`src/rtl/riscv_test_pkg.sv`:
```
// Shared types, default register indices and helpers for the open_risc_v end-of-test monitor.
package riscv_test_pkg;

  localparam int REG_ADDR_W = 5;

  localparam int DEFAULT_DONE_REG = 26;
  localparam int DEFAULT_PASS_REG = 27;
  localparam int DEFAULT_CODE_REG = 3;

  localparam logic [31:0] DEFAULT_DONE_VALUE = 32'd1;
  localparam logic [31:0] DEFAULT_PASS_VALUE = 32'd1;

  typedef enum logic [2:0] {
    ST_RUN,
    ST_SETTLE,
    ST_PASS,
    ST_FAIL,
    ST_TIMEOUT
  } mon_state_e;

  // x0 is hard-wired to zero in the core, so a snooped write to it never counts.
  function automatic logic reg_hit(input logic wen, input logic [REG_ADDR_W-1:0] addr,
                                   input int idx);
    return wen && (idx != 0) && (addr == REG_ADDR_W'(idx));
  endfunction

  function automatic logic is_terminal(input mon_state_e s);
    return (s == ST_PASS) || (s == ST_FAIL) || (s == ST_TIMEOUT);
  endfunction

endpackage

```
`src/rtl/riscv_test_monitor_shadow.sv`:
```
// Shadow copy of one architectural register, loaded from the register-file write-back port.
module reg_snoop_shadow
  import riscv_test_pkg::*;
#(
  parameter int XLEN = 32,
  parameter int IDX  = 0
) (
  input  logic                  clk,
  input  logic                  reset_n,
  input  logic                  clr,
  input  logic                  freeze,
  input  logic                  wen,
  input  logic [REG_ADDR_W-1:0] addr,
  input  logic [XLEN-1:0]       data,
  output logic [XLEN-1:0]       q
);

  // clr wins over a same-cycle write so a restart discards whatever was in flight.
  always_ff @(posedge clk or negedge reset_n) begin
    if (!reset_n) begin
      q <= '0;
    end else if (clr) begin
      q <= '0;
    end else if (!freeze && reg_hit(wen, addr, IDX)) begin
      q <= data;
    end
  end

endmodule

```
`src/rtl/riscv_test_monitor.sv`:
```
// End-of-test monitor: snoops write-back, waits a settle window after the done write, then latches a verdict.
module riscv_test_monitor
  import riscv_test_pkg::*;
#(
  parameter int              XLEN           = 32,
  parameter int              DONE_REG       = DEFAULT_DONE_REG,
  parameter int              PASS_REG       = DEFAULT_PASS_REG,
  parameter int              CODE_REG       = DEFAULT_CODE_REG,
  parameter logic [XLEN-1:0] DONE_VALUE     = XLEN'(DEFAULT_DONE_VALUE),
  parameter logic [XLEN-1:0] PASS_VALUE     = XLEN'(DEFAULT_PASS_VALUE),
  parameter int              SETTLE_CYCLES  = 50,
  parameter int              TIMEOUT_CYCLES = 100000,
  parameter int              CNT_W          = 32
) (
  input  logic                  clk,
  input  logic                  reset_n,
  input  logic                  restart,
  input  logic                  rd_wen_i,
  input  logic [REG_ADDR_W-1:0] rd_addr_i,
  input  logic [XLEN-1:0]       rd_data_i,
  output logic                  done_o,
  output logic                  pass_o,
  output logic                  fail_o,
  output logic                  timeout_o,
  output logic [XLEN-1:0]       test_code_o,
  output logic [CNT_W-1:0]      cycle_count_o
);

  localparam int SET_W = $clog2(SETTLE_CYCLES + 1);

  mon_state_e        state;
  mon_state_e        state_next;
  logic [SET_W-1:0]  settle_cnt;
  logic [CNT_W-1:0]  cnt_inc;
  logic [XLEN-1:0]   pass_shadow;
  logic [XLEN-1:0]   pass_next;
  logic [XLEN-1:0]   unused_done_shadow;
  logic              frozen;
  logic              done_hit;
  logic              timeout_hit;
  logic              counting;

  assign frozen   = is_terminal(state);
  assign counting = (state == ST_RUN) || (state == ST_SETTLE);

  reg_snoop_shadow #(.XLEN(XLEN), .IDX(DONE_REG)) u_done_shadow (
    .clk     (clk),
    .reset_n (reset_n),
    .clr     (restart),
    .freeze  (frozen),
    .wen     (rd_wen_i),
    .addr    (rd_addr_i),
    .data    (rd_data_i),
    .q       (unused_done_shadow)
  );

  reg_snoop_shadow #(.XLEN(XLEN), .IDX(PASS_REG)) u_pass_shadow (
    .clk     (clk),
    .reset_n (reset_n),
    .clr     (restart),
    .freeze  (frozen),
    .wen     (rd_wen_i),
    .addr    (rd_addr_i),
    .data    (rd_data_i),
    .q       (pass_shadow)
  );

  reg_snoop_shadow #(.XLEN(XLEN), .IDX(CODE_REG)) u_code_shadow (
    .clk     (clk),
    .reset_n (reset_n),
    .clr     (restart),
    .freeze  (frozen),
    .wen     (rd_wen_i),
    .addr    (rd_addr_i),
    .data    (rd_data_i),
    .q       (test_code_o)
  );

  // The verdict must see a pass-register write landing on the very edge the window closes.
  assign pass_next   = reg_hit(rd_wen_i, rd_addr_i, PASS_REG) ? rd_data_i : pass_shadow;
  assign done_hit    = reg_hit(rd_wen_i, rd_addr_i, DONE_REG) && (rd_data_i == DONE_VALUE);
  assign cnt_inc     = (&cycle_count_o) ? cycle_count_o : cycle_count_o + CNT_W'(1);
  assign timeout_hit = (TIMEOUT_CYCLES != 0) && (cnt_inc == CNT_W'(TIMEOUT_CYCLES));

  always_ff @(posedge clk or negedge reset_n) begin
    if (!reset_n) begin
      state <= ST_RUN;
    end else begin
      state <= state_next;
    end
  end

  always_comb begin
    state_next = state;
    if (restart) begin
      state_next = ST_RUN;
    end else begin
      unique case (state)
        ST_RUN: begin
          if (done_hit) begin
            state_next = ST_SETTLE;
          end else if (timeout_hit) begin
            state_next = ST_TIMEOUT;
          end
        end
        ST_SETTLE: begin
          if (settle_cnt == SET_W'(1)) begin
            state_next = (pass_next == PASS_VALUE) ? ST_PASS : ST_FAIL;
          end
        end
        default: state_next = state;
      endcase
    end
  end

  // Verdict flags follow the next state so they rise on the same edge as the transition.
  always_ff @(posedge clk or negedge reset_n) begin
    if (!reset_n) begin
      settle_cnt    <= '0;
      cycle_count_o <= '0;
      done_o        <= 1'b0;
      pass_o        <= 1'b0;
      fail_o        <= 1'b0;
      timeout_o     <= 1'b0;
    end else if (restart) begin
      settle_cnt    <= '0;
      cycle_count_o <= '0;
      done_o        <= 1'b0;
      pass_o        <= 1'b0;
      fail_o        <= 1'b0;
      timeout_o     <= 1'b0;
    end else begin
      if (counting) begin
        cycle_count_o <= cnt_inc;
      end
      if ((state == ST_RUN) && (state_next == ST_SETTLE)) begin
        settle_cnt <= SET_W'(SETTLE_CYCLES);
      end else if (state == ST_SETTLE) begin
        settle_cnt <= settle_cnt - SET_W'(1);
      end
      done_o    <= is_terminal(state_next);
      pass_o    <= (state_next == ST_PASS);
      fail_o    <= (state_next == ST_FAIL);
      timeout_o <= (state_next == ST_TIMEOUT);
    end
  end

endmodule

```
`config.mk`:
```
export PLATFORM = sky130hd
export DESIGN_NAME = riscv_test_monitor
export DESIGN_NICKNAME = d
export VERILOG_FILES = /design/src/rtl/riscv_test_pkg.sv /design/src/rtl/riscv_test_monitor_shadow.sv /design/src/rtl/riscv_test_monitor.sv
export SDC_FILE = /design/constraint.sdc
export NUM_CORES = 1
export LEC_CHECK = 0
export ABC_AREA = 1
export BUFFER_PORTS_ARGS = -buffer_cell sky130_fd_sc_hd__buf_2
export CAP_MARGIN = 20
export CORE_MARGIN = 2
export CORE_UTILIZATION = 60
export DETAILED_ROUTE_END_ITERATION = 6
export GPL_ROUTABILITY_DRIVEN = 0
export PLACE_DENSITY = 0.89
export SYNTH_ARGS = -nofsm -noshare
export SYNTH_HDL_FRONTEND = slang
export SYNTH_SLANG_ARGS = --single-unit
```
`constraint.sdc`:
```
create_clock -name clk -period 6.1 [get_ports clk]
set_input_delay 0.915 -clock clk [delete_from_list [all_inputs] [get_ports clk]]
set_output_delay 0.915 -clock clk [all_outputs]
set_load 0.01 [all_outputs]
```
==> run metrics <==
first-pass GRT wire length 24300 um; total CTS buffers 9; Fin Setup TNS 0 ns; CP required 6.40 ns; Crit path arrival time 3.28 ns; Worst-Skew Late Latency 0.38 ns; CP most frequent cell nor2_1; Hold Fails Final Rpt 0; Residual DRC 0; synthesized area per cell 7.26 um^2; final period utilization 48.7%; vias per cell 5.52; Diodes inserted 0; CP max FO 22; fmax 0.336 GHz; Most used DFF post-synth dfrtp_1; CTS root buffer clkbuf_8; Worst Tran Pin Value 0.880 ns; share of cells above drive strength 1 16.1%; post-cts sizing count 0; CTS Sinks 109; critical path's slowest cell dfrtp_1; initial antenna violation count 0; LEAKAGE 3.41 nW; Pwr Total 0.00137 W; worst hold path class input pin to asynchronous set/reset pin; status finished clean; clk buf depth 2; DRT Wirelength 14800 um; First-pass DRT Iterations 6; DRT antenna net count 0; CP peak stage delay 0.53 ns; critical-path cell list ha_1 -> inv_2 -> nor2_8 -> nand2_4 -> nor2_8 -> nand2_4 -> inv_1 -> nor2_1 -> nand2_1 -> nor2_1 -> nand2_1 -> nor2_1 -> nand2_1 -> nand3_1 -> nor2_1; most common cell after layout, fill and taps aside nand2_1; Worst VDD drop 0.112 mV; DP HPWL 10700 um; Setup Crit Path Kind flop to flop; DR vias 5665; hold-fix buffer count after cts 0; H-tree levels 3; setup violators final 0; Critical Path End Type flop; vias in the first global route 5130; drt wl/cell 14.5 um; die width 102 um; Final Core Density 71.5%; postcts setup bufs 0; number of synthesized flops with an enable pin 0; skew final 0.00997 ns; Seq/Total Area, Yosys 47.2%; io pins 109; mapped cell area 0.00578 mm^2; port bufs 108; fin. max-slew vios 0; Async SR Flop Fraction 100%; RSZ-0062 raised after global routing no; CTS tree done; die area 0.0104 mm^2; initial core utilization 62.2%; pre-CTS WS 3.28 ns; Fill cells 760; syn_nets 839; Die H 102 um; commonest cells after routing, fill and taps aside nand2_1, dfrtp_1, o21ai_0; initial DRC count 473; GRT overflow 0; Startpoint Class flop; synthesis-stage register bit count 109; Nets 937; P per Cell Area 206 mW/mm^2; area delta synth->final 15.0%; fin crit period 2.97 ns; CORE AREA 0.00928 mm^2; Rel. slew slack 41.3%; slack of the critical path 3.13 ns; Worst-path clk slew 0.12 ns; Synth cell types 29; Max-Cap Viols 0; largest net degree at the start of global routing 73; YS warnings 0; # rows 35; cell count after synthesis 795; Global Route Usage Sum 29.8%
## state kept, by name (all words and copies together) (netlist names)
signal and cells:
u_pass_shadow.q 32, cycle_count_o 32, pass_o 1, fail_o 1, u_code_shadow.q 32, done_o 1
timeout_o 1, settle_cnt 6, state 3
## kinds of logic (layout without fill, tap and decap cells)
group | Yosys count | in the layout | synth area share (%)
fa+ha+maj | 3 | 3 | 0.650
xor+xnor | 12 | 12 | 1.82
flops | 109 | 109 | 47.2
compound gates | 126 | 126 | 11.3
simple gates | 426 | 426 | 31.1
buf+inv | 119 | 222 | 7.91
## stage by stage
step	cell area, um^2	instances	hold slack (ns)
finish	6640	1027	0.478
floorplan	5780	795	0.445
global route	6640	1027	0.505
detailed placement	6440	1011	0.469
global placement	6440	1011	0.460
CTS	6640	1027	0.495
## per-layer routing
metal | GRT usage [%] | vias up | routed length (um)
met5 | 0 | - | 0
met4 | 8.41 | 0 | 344
met3 | 3.63 | 46 | 1150
met2 | 47.7 | 281 | 6720
met1 | 43.4 | 2602 | 6630
li1 | - | 2736 | -
## final timing paths
check                                   start                  to  slack [ns]  cells after the start
setup reg to reg             cycle_count_o[0]              fail_o        3.13                     15
hold reg to reg            u_code_shadow.q[9]  u_code_shadow.q[9]        0.49                      2
setup / recovery             cycle_count_o[0]              fail_o        3.13                     15
hold / removal                        reset_n  u_code_shadow.q[4]        0.48                      1
min in group clk           u_code_shadow.q[9]  u_code_shadow.q[9]        0.49                      2
max in group asynchronous             reset_n   cycle_count_o[13]        4.35                      2
## synthesized netlist by cell type (3+ instances only)
cell type | count | area, um^2
ha_1 | 3 | 37.5
nand3_1 | 37 | 185
nand4_1 | 19 | 119
clkbuf_1 | 23 | 86.3
o21ai_0 | 108 | 541
o22ai_1 | 7 | 43.8
a21oi_1 | 6 | 30.0
xor2_1 | 9 | 78.8
inv_2 | 3 | 11.3
dfrtp_1 | 109 | 2730
xnor2_1 | 3 | 26.3
nand2_1 | 250 | 938
inv_1 | 90 | 338
nor2_1 | 98 | 368
nor4_1 | 9 | 56.3
## cell type report
type / instances / area (um^2) / area share, %
Sequential cell: 109 / 2730 / 41.1
Multi-Input combinational cell: 567 / 2620 / 39.4
Timing Repair Buffer: 113 / 581 / 8.74
Inverter: 93 / 349 / 5.26
Tap cell: 129 / 161 / 2.43
Clock buffer: 10 / 138 / 2.07
Clock inverter: 6 / 68.8 / 1.04
## worst max-delay path, delay by kind of cell (launching register included)
kind          cells  cell delay [ns]
simple gates     12             1.46
buf+inv           2             0.59
flops             1             0.53
fa+ha+maj         1             0.30
## power breakdown
part	switching (W)	leakage, nW	internal [W]
registers	0.0000220	1.46	0.000758
clock network	0.000269	0.101	0.000172
logic	0.0000941	1.85	0.0000512
total	0.000386	3.41	0.000981
Power figures use the tool's default switching activity.
